## src/rtl/fp_addsub_sign_stage.sv

```systemverilog
// fp_addsub_sign_stage: registered sign-resolution stage for FP add/sub.
// Compares operand magnitudes and produces the result sign, swap flag,
// effective-subtract flag, absolute exponent difference and signed-zero flag.
// valid/ready handshake on both sides, single register slice.
// Optional macro FP_SIGN_SPECIAL_EN adds Inf/NaN classification outputs
// (special_res, invalid_op) and the matching sign overrides.
module fp_addsub_sign_stage #(
    parameter int EXP_W  = 8,
    parameter int FRAC_W = 23
) (
    input  logic              clk,
    input  logic              reset,
    input  logic              flush,
    input  logic              in_valid,
    output logic              in_ready,
    input  logic              A_signbit,
    input  logic [EXP_W-1:0]  A_exp,
    input  logic [FRAC_W-1:0] A_frac,
    input  logic              B_signbit,
    input  logic [EXP_W-1:0]  B_exp,
    input  logic [FRAC_W-1:0] B_frac,
    input  logic              Mode,
    input  logic [2:0]        rm,
    output logic              out_valid,
    input  logic              out_ready,
    output logic              Sign,
    output logic              swap,
    output logic              eff_sub,
    output logic [EXP_W-1:0]  exp_diff,
`ifdef FP_SIGN_SPECIAL_EN
    output logic              special_res,
    output logic              invalid_op,
`endif
    output logic              zero_res
);

    localparam logic [2:0] RM_RDN = 3'b010;

    logic             sign_b;
    logic             exp_ab;
    logic             same_exp;
    logic             frac_ab;
    logic             same_mag;
    logic             big_b;
    logic             eff;
    logic             zero_n;
    logic             sign_n;
    logic [EXP_W-1:0] exp_diff_n;
    logic             accept;

`ifdef FP_SIGN_SPECIAL_EN
    logic a_nan_inf;
    logic b_nan_inf;
    logic a_inf;
    logic b_inf;
    logic a_snan;
    logic b_snan;
    logic special_n;
    logic invalid_n;
`endif

    assign in_ready = ~out_valid | out_ready;
    assign accept   = in_valid & in_ready;

    // Magnitude compare and sign resolution of the presented operand set
    always_comb begin
        sign_b     = B_signbit ^ Mode;
        exp_ab     = (B_exp > A_exp);
        same_exp   = (A_exp == B_exp);
        frac_ab    = (B_frac > A_frac);
        same_mag   = same_exp & (A_frac == B_frac);
        big_b      = exp_ab | (same_exp & frac_ab);
        eff        = A_signbit ^ sign_b;
        zero_n     = same_mag & eff;
        // larger exponent is always the minuend, so no wrap
        exp_diff_n = big_b ? (B_exp - A_exp) : (A_exp - B_exp);
        if (zero_n)
            sign_n = (rm == RM_RDN);
        else if (big_b)
            sign_n = sign_b;
        else
            sign_n = A_signbit;

`ifdef FP_SIGN_SPECIAL_EN
        a_nan_inf = &A_exp;
        b_nan_inf = &B_exp;
        a_inf     = a_nan_inf & (A_frac == '0);
        b_inf     = b_nan_inf & (B_frac == '0);
        // signalling NaN: quiet bit clear with a nonzero payload
        a_snan    = a_nan_inf & ~A_frac[FRAC_W-1] & (A_frac != '0);
        b_snan    = b_nan_inf & ~B_frac[FRAC_W-1] & (B_frac != '0);
        special_n = a_nan_inf | b_nan_inf;
        invalid_n = (a_inf & b_inf & eff) | a_snan | b_snan;
        if (invalid_n)
            sign_n = 1'b0;            // canonical NaN is positive
        else if (a_inf ^ b_inf)
            sign_n = a_inf ? A_signbit : sign_b;
`endif
    end

    // Result register slice: reset > flush > accept > handoff
    always_ff @(posedge clk) begin
        if (reset) begin
            out_valid   <= 1'b0;
            Sign        <= 1'b0;
            swap        <= 1'b0;
            eff_sub     <= 1'b0;
            exp_diff    <= '0;
            zero_res    <= 1'b0;
`ifdef FP_SIGN_SPECIAL_EN
            special_res <= 1'b0;
            invalid_op  <= 1'b0;
`endif
        end else if (flush) begin
            // data registers keep stale values; don't-care while invalid
            out_valid <= 1'b0;
        end else if (accept) begin
            out_valid   <= 1'b1;
            Sign        <= sign_n;
            swap        <= big_b;
            eff_sub     <= eff;
            exp_diff    <= exp_diff_n;
            zero_res    <= zero_n;
`ifdef FP_SIGN_SPECIAL_EN
            special_res <= special_n;
            invalid_op  <= invalid_n;
`endif
        end else if (out_ready) begin
            out_valid <= 1'b0;
        end
    end

endmodule

```

## config.mk

```make
export PLATFORM = sky130hd
export DESIGN_NAME = fp_addsub_sign_stage
export DESIGN_NICKNAME = d
export VERILOG_FILES = /design/src/rtl/fp_addsub_sign_stage.sv
export SDC_FILE = /design/constraint.sdc
export NUM_CORES = 1
export LEC_CHECK = 0
export CAP_MARGIN = 15
export CORE_ASPECT_RATIO = 0.9
export CORE_UTILIZATION = 43
export CTS_CLUSTER_DIAMETER = 120
export CTS_CLUSTER_SIZE = 8
export DETAILED_ROUTE_END_ITERATION = 7
export HOLD_SLACK_MARGIN = 0.08
export PLACE_DENSITY = 0.82
export SLEW_MARGIN = 30
export SYNTH_ARGS = -nofsm -noshare
export SYNTH_HDL_FRONTEND = slang
export SYNTH_SLANG_ARGS = --single-unit
```

## constraint.sdc

```tcl
create_clock -name clk -period 3.8 [get_ports clk]
set_clock_uncertainty 0.05 [all_clocks]
set_input_delay 0.76 -clock clk [delete_from_list [all_inputs] [get_ports clk]]
set_output_delay 0.76 -clock clk [all_outputs]
set_load 0.03 [all_outputs]
```

# Word-level counts from Yosys, hierarchy flattened
# Cells that the tools add are included.
# word_totals
reg_bits,13
output_inout_bits,14
wordCells,31
# op_classes
n_addsub,2
magnitude_cmp,2
n_eq_ne,3
mux,5
bitwise_logic,10
n_reduce_logical,3
# op_table
op,count
equality test 23 bit,1
greater-than comparator 23 bit,1
subtractor 8 bit,2
equality test 8 bit,1
greater-than comparator 8 bit,1
two-way mux 8 bit,1
AND 1 bit,4
two-way mux 1 bit,4
"equality test 3 x 2 -> 1 bit, second input constant",1
NOT 1 bit,2
OR 1 bit,2
AND reduction 2 bit,1
nonzero test 2 bit,1
OR reduction 2 bit,1
bitwise XOR 1 bit,2

# Longest topological paths before layout
# Gate-level depths: netlist (run 1).
# depth
word_depth,5
depth_mapped,11
ltp_nobuf,10

# Least setup slack after synthesis (run 1)
# No wires, ideal clock.
# synth_path
path_type,input to register
startpoint,input port A_frac[12]
endpoint,register exp_diff[5]
setup_ns,0.073
arrival_ns,3.030
t_required_ns,3.677
path_slack_ns,0.647
stages,9
cell_sequence,inv_1 -> ha_1 -> nand2_1 -> or3_4 -> or3_4 -> o211a_1 -> or3_1 -> a2111o_1 -> o211ai_2
# synth_between
elab_chain_cells,4
# synth_rtl
item,line_no,text
start: declaration,18,"input logic [FRAC_W-1:0] A_frac,"
greater-than comparator 23 bit,70,frac_ab = (B_frac > A_frac);
AND 1 bit,72,big_b = exp_ab | (same_exp & frac_ab);
OR 1 bit,72,
two-way mux 8 bit,76,exp_diff_n = big_b ? (B_exp - A_exp) : (A_exp - B_exp);
end signal: assignment,122,exp_diff <= exp_diff_n;
end: declaration,29,"output logic [EXP_W-1:0] exp_diff,"
# Every way passes these cells.
# A chain may end at the register's enable or synchronous reset.

# Final worst setup path (run 1)
# layout_path
startpoint,input port A_frac[20]
endpoint,register exp_diff[3]
# Same word-level chain as after synthesis.

==> reports/results.md, run 1 <==
Placed design
- **Port-buffer cells** 86
- **post-detail-place hpwl** 4.760 mm
- **final weighted congestion of routability-driven global placement** 0.8590

Layout
- **final core occ** 67.88%
- **fraction of layout instances using a drive strength above 1** 9.348%
- **relative area change from synthesis to final layout** 51.16%
- **antenna diode count** 0
- **NumNets Final** 467

STA
- **number of hold violations in the final report** 0
- **final critical path time including I/O delays and setup** 3.605 ns
- **transition time at the pin with the least slew margin** 0.7129 ns
- **# setup viols final** 0
- **Slew HR** 52.32%
- **final hold slack** 0.4167 ns
- **unrepaired setup endpoints after global routing** false
- **Final Cycle Share** 94.86%
- **maximum clock frequency** 277.4 MHz
- **max-slew violation total from the final report** 0

Clock network
- **H-tree depth** 1
- **TritonCTS clock tree** yes
- **number of resized instances in the post-cts repair step** 0
- **setup fix buffers added after clock tree synthesis** 0
- **cts-stage hold buffer count** 0
- **CTS sink count** 13
- **number of buffers created by CTS** 3
- **clock latency reported for the late side of the worst-skew pair** 0.24 ns
- **clock tree root buffer cell** clkbuf_8
- **clock slew seen by the registers of the worst setup and hold paths** 0.06 ns
- **clock tree buffer depth** 2

Global routing
- **global-route usage over all layers** 23.21%
- **global-route wire length before repair** 9.101 mm
- **pin count of the biggest net entering global routing** 22
- **via count of the first global-routing pass** 2,202
- **number of antenna violations at the first check in global routing** 0
- **global-route congestion overflow total** 0

Power and ir drop
- **worst supply voltage drop on vdd** 0.0001130 V
- **Sw Share** 35.12%
- **internal portion of total power** 0.3958 mW
- **static leakage power** 1.418 nW
- **Reg power frac** 24.8%
- **part of the total power dissipated in the clock network** 20.2%
- **total power density per cell area** 201.5 mW/mm2
- **portion of total power attributed to combinational logic** 55.1%
- **switching component of the power** 0.2143 mW

Synth
- **proportion of synthesized flip-flops having asynchronous set or reset** 0%
- **count of unique library cells instantiated by Yosys** 48
- **library cell with the highest instance count after synthesis** inv_1
- **register bit count reported by yosys** 13
- **number of synthesized flops with an enable pin** 0
- **Post-Syn Area per Cell** 7.705 um2
- **Area contributors post-synth** ha_1 (24%), dfxtp_1 (13%), inv_1 (8.8%)
- **Synth area leader** ha_1
- **most used standard cells in the synthesized netlist** inv_1 (47), ha_1 (38), a21oi_1 (23)
- **sequential fraction of the synthesis area** 12.99%
- **netlist area before placement** 0.002003 mm2
- **count of synthesis-stage warnings from yosys** 0
- **top_reg_cell synth** dfxtp_1
- **number of standard cells after synthesis** 260
- **Syn Nets** 373
- **area share of the largest cell type after synthesis** 23.74%

Worst hold path
- **Tightest Hold Check Type** reg2reg

Floorplanning
- **row cnt** 23
- **Initial Utilization** 44.91%
- **die extent in y** 66.75 um
- **DIE AREA** 0.004936 mm2
- **Top Ports** 87
- **Die W** 73.95 um
- **core area** 0.004461 mm2

Detailed routing
- **average via count per standard cell** 5.366
- **drt total wl** 5.416 mm
- **antenna violation net count after detailed routing** 0
- **detailed-router iteration count before antenna repair** 4
- **number of DRC violations after detailed routing** 0
- **post-DR wirelength/cell** 13.05 um
- **routed via count** 2,227
- **iteration-0 DRC count of the detailed router** 81

Critical path
- **Arrival @ worst endpoint** 3.73 ns
- **crit start category** primary input
- **critical path fanouts, max** 8
- **reg-to-reg setup timing slack** 2.15 ns
- **kind of critical path** in2reg
- **type of element capturing the critical path** flip-flop
- **CP required** 3.92 ns

Flow run
- **max-cap violation count** 0

Outcome
- **result of the run** finished, final reports clean

[critical path: stages]
cell             delay [ns]
clkdlybuf4s50_1        0.46
inv_1                  0.05
ha_1                   0.31
nand4_1                0.20
or2_4                  0.31
or3_4                  0.40
o211a_1                0.32
or3_1                  0.40
a2111o_1               0.39
o211ai_2               0.13
[cell usage in the layout, fill, tap and decap left out, types with 2 or more instances in the layout]
cell             Yosys  layout
a2111o_1             5       5
a211oi_1             4       4
a21o_1               4       4
a21o_2               3       3
a21oi_1             23      23
a221o_1              2       2
a311oi_1             2       2
a31oi_1              6       6
and2_1               2       2
buf_4                1      12
clkbuf_8             0       3
clkdlybuf4s50_1      0      86
dfxtp_1             13      13
fa_1                 2       2
ha_1                38      38
inv_1               47      47
nand2_1             14      14
nand3_1              4       4
nand3b_1             3       3
nand4_1              3       3
nand4_2              2       2
nor2_1              12      12
nor3_1              11      11
nor3b_1              5       5
o2111ai_1            4       4
o211a_1              3       3
o211ai_2             4       4
o21a_1               2       2
o21ai_0              8       8
o21bai_1             3       3
or2_2                2       2
or3_1                5       5
or3_4                2       2
[sequential cells by signal (all words and copies together) (netlist names)]
register   cells
eff_sub        1
zero_res       1
out_valid      1
Sign           1
exp_diff       8
swap           1
[routing by layer]
layer  wire (um)  track usage [%]
met4           0            1.683
met2        2875            44.55
met5           0                0
met1        2277            27.55
met3         263            3.933
[per-stage QoR]
stage               std cells  worst slack (ns)  instance area [um2]  TNS [ns]  total power [mW]
global route              415            0.1159                 3028         0            0.6585
floorplan                 260            0.6469                 2003         0            0.3398
finish                    415            0.1953                 3028         0            0.6101
CTS                       415            0.2328                 3028         0            0.6140
global placement          411           0.07033                 2983         0            0.4790
detailed placement        411          -0.01495                 2983  -0.04104            0.4881
[power groups by stage]
| stage | clock (mW) | combinational (mW) | sequential (mW) |
|---|---|---|---|
| floorplan | 0 | 0.166 | 0.174 |
| global placement | 0 | 0.325 | 0.154 |
| detailed placement | 0 | 0.334 | 0.154 |
| CTS | 0.126 | 0.336 | 0.151 |
| global route | 0.136 | 0.370 | 0.153 |
| finish | 0.123 | 0.336 | 0.151 |
[logic make-up (layout without fill, tap and decap cells)]
family	Yosys count	in the layout	synth area share [%]
flip-flops	13	13	12.99
XOR/XNOR	2	2	0.8746
AO/OA/AOI/OAI	77	77	28.11
buffers and inverters	56	149	11.24
AND/OR/NAND/NOR	72	72	21.05
adder cells (fa/ha/maj)	40	40	25.73
[area by class of cell]
type	instances	area (um2)
well taps	62	77.57
flip-flops and latches	13	260.3
multi-input cells	191	1518
clock buffers	4	45.04
repair buffers	98	950.9
fillers	392	1433
inverters	47	176.4
[path summary, 6_finish.rpt]
check / from / endpoint / cells after the start
worst max-delay path: A_frac[20] / exp_diff[3]$_SDFFE_PP0P_ / 10
worst min register to register: swap$_SDFFE_PP0P_ / swap$_SDFFE_PP0P_ / 2
worst min-delay path: swap$_SDFFE_PP0P_ / swap$_SDFFE_PP0P_ / 2
worst max register to register: out_valid$_SDFFE_PP0P_ / exp_diff[7]$_SDFFE_PP0P_ / 6
Note: power is estimated with default switching activity, not from simulation.
==> run 2, diff against run 1 <==
PLACE_DENSITY = 0.89   (was 0.82)
==> run 2 against run 1 <==
Compared with the run above:
- clock-buffer cell count unchanged
- sequential power about the same
- critical endpoint unchanged
- wire length up 5.8%
- combinational power up 1%
- sequential share of layout area about the same
- global-route usage up 1.3 points
==> reports/results.md, run 2 (synthesis gave the netlist of run 1 again) <==
Power and ir drop
- **portion of total power attributed to combinational logic** 55.1%, about the same
- **switching component of the power** 0.2219 mW, +3.6%
- **Final Power** 0.6190 mW, +1.5%
- **total power density per cell area** 203.4 mW/mm2, +0.95%
- **static leakage power** 1.427 nW, +0.64%
- **Reg power frac** 24.5%, -0.3 points
- **worst supply voltage drop on vdd** 0.0001150 V, +1.8%
- **Sw Share** 35.85%, +0.73 points
- **part of the total power dissipated in the clock network** 20.4%, +0.2 points
- **internal portion of total power** 0.3971 mW, +0.32%

Layout
- **final core occ** 68.22%, +0.34 points
- **NumNets Final** 469, +0.43%
- **antenna diode count** 0, unchanged
- **fraction of layout instances using a drive strength above 1** 9.859%, +0.51 points
- **Fill cells** 374, -4.6%
- **post-route cell area** 0.003043 mm2, +0.50%
- **number of flip-flops in the largest register** 8, unchanged
- **most common library cell in the layout ignoring fill and taps** clkdlybuf4s50_1
- **commonest non-fill, non-tap cells in the layout** clkdlybuf4s50_1 (86), inv_1 (47), ha_1 (38)
- **Top reg by flops** exp_diff
- **relative area change from synthesis to final layout** 51.91%

Critical path
- **CP required** 3.92 ns, about the same
- **critical path fanouts, max** 5, -3
- **Critical Path Max Stage Delay** 0.49 ns, +0.03 ns
- **cell-by-cell trace of the critical path** clkdlybuf4s50_1, inv_1, ha_1, fa_1, nand3b_1, a31oi_1, a211oi_1, or2_1, buf_4, or3_1, a2111o_1, o211ai_2
- **number of buffer and inverter instances along the worst setup path** 3, +1
- **crit start category** primary input
- **family with the most delay on the worst path** compound AO/OA/AOI/OAI gates
- **type of element capturing the critical path** flip-flop
- **Crit-path slowest cell** clkdlybuf4s50_1
- **Arrival @ worst endpoint** 3.78 ns, +0.05 ns
- **kind of critical path** in2reg

STA
- **Slew HR** 47.45%, -4.9 points
- **crit path setup slack, layout** 0.1493 ns, -0.04604 ns
- **transition time at the pin with the least slew margin** 0.7857 ns, +0.07281 ns
- **unrepaired setup endpoints after global routing** false
- **maximum clock frequency** 273.9 MHz, -1.3%
- **Final Cycle Share** 96.07%, +1.2 points
- **max-slew violation total from the final report** 0, unchanged
- **number of hold violations in the final report** 0, unchanged
- **final hold slack** 0.4372 ns, +0.02055 ns
- **# setup viols final** 0, unchanged
- **final critical path time including I/O delays and setup** 3.651 ns, +0.04604 ns

Global routing
- **pin count of the biggest net entering global routing** 22, unchanged
- **global-route wire length before repair** 9.397 mm, +3.3%
- **global-route usage over all layers** 24.49%, +1.3 points
- **global-route congestion overflow total** 0, unchanged
- **via count of the first global-routing pass** 2,232, +1.4%
- **number of antenna violations at the first check in global routing** 0, unchanged

Flow run
- **max-cap violation count** 0, unchanged

Detailed routing
- **average via count per standard cell** 5.348, -0.35%
- **detailed-router iteration count before antenna repair** 4, unchanged
- **drt total wl** 5.728 mm, +5.8%
- **routed via count** 2,230, +0.13%
- **antenna violation net count after detailed routing** 0, unchanged
- **post-DR wirelength/cell** 13.74 um, +5.3%
- **iteration-0 DRC count of the detailed router** 144, +78%
- **number of DRC violations after detailed routing** 0, unchanged

Worst hold path
- **Tightest Hold Check Type** reg2reg

Placed design
- **post-place instance area** 0.002998 mm2, +0.50%
- **setup slack at placement** -0.04675 ns, -0.03180 ns
- **final weighted congestion of routability-driven global placement** 0.8483, -1.2%
- **Port-buffer cells** 86, unchanged
- **post-detail-place hpwl** 4.912 mm, +3.2%

Clock network
- **setup fix buffers added after clock tree synthesis** 0, unchanged
- **TritonCTS clock tree** yes
- **CTS sink count** 13, unchanged
- **H-tree depth** 1, unchanged
- **number of resized instances in the post-cts repair step** 0, unchanged
- **cts-stage hold buffer count** 0, unchanged
- **clock tree buffer depth** 2, unchanged
- **clock slew seen by the registers of the worst setup and hold paths** 0.06 ns, about the same
- **clock latency reported for the late side of the worst-skew pair** 0.25 ns, about the same
- **clock tree root buffer cell** clkbuf_8
- **number of buffers created by CTS** 3, unchanged

Floorplanning
- **die extent in y** 66.75 um, unchanged
- **Initial Utilization** 44.91%, unchanged
- **DIE AREA** 0.004936 mm2, unchanged
- **core area** 0.004461 mm2, unchanged
- **Die W** 73.95 um, unchanged
- **row cnt** 23, unchanged
- **Top Ports** 87, unchanged

Outcome
- **result of the run** finished, final reports clean

run 2: final timing paths:
| kind | startpoint | end | slack, ns | cells past startpoint |
|---|---|---|---|---|
| worst max-delay path | B_exp[0] | exp_diff[3]$_SDFFE_PP0P_ | 0.15 | 12 |
| worst min-delay path | swap$_SDFFE_PP0P_ | swap$_SDFFE_PP0P_ | 0.44 | 2 |
| worst max register to register | out_valid$_SDFFE_PP0P_ | exp_diff[3]$_SDFFE_PP0P_ | 2.12 | 6 |
| worst min register to register | swap$_SDFFE_PP0P_ | swap$_SDFFE_PP0P_ | 0.44 | 2 |
run 2: power by group through the flow:
stage               clock network, mW  registers (mW)  logic, mW
finish                          0.126           0.152      0.341
global route                    0.134           0.153      0.375
CTS                             0.128           0.152      0.339
detailed placement                  0           0.155      0.337
global placement                    0           0.154      0.327
floorplan                           0           0.174      0.166
run 2: per-layer routing:
metal  vias to the layer above  wire length [um]  GRT usage, %
met5                         -                 0             0
met4                         0                92         7.452
met3                        11               304         5.295
met2                        72              2956         45.68
met1                      1023              2375         27.31
li1                       1124                 -             -
run 2: worst reg2reg max path, cell delays in order (launching register included):
cell	delay, ns
dfxtp_1	0.32
nor2b_1	0.21
inv_1	0.08
nand3b_1	0.42
nor3_1	0.13
a31oi_1	0.24
o211ai_2	0.10
run 2: stage by stage:
step / cells / TNS, ns
6_report: 417 / 0
5_1_grt: 417 / 0
4_1_cts: 417 / 0
3_5_place_dp: 413 / -0.04675
3_3_place_gp: 413 / 0
2_1_floorplan: 260 / 0
run 2: final cells by class:
| type | instances | area (um2) | share of cell area (%) |
|---|---|---|---|
| clock buffer | 4 | 45.04 | 1.480 |
| inverter | 47 | 176.4 | 5.798 |
| multi-input combinational | 191 | 1518 | 49.88 |
| sequential | 13 | 260.3 | 8.553 |
| tap | 62 | 77.57 | 2.549 |
| timing repair buffer | 100 | 965.9 | 31.74 |
==> run 3, diff against run 2 <==
CTS_CLUSTER_SIZE = not set   (was 8)
==> results of run 3 <==
The final DEF is identical to that of run 2; final timing and power are the same.
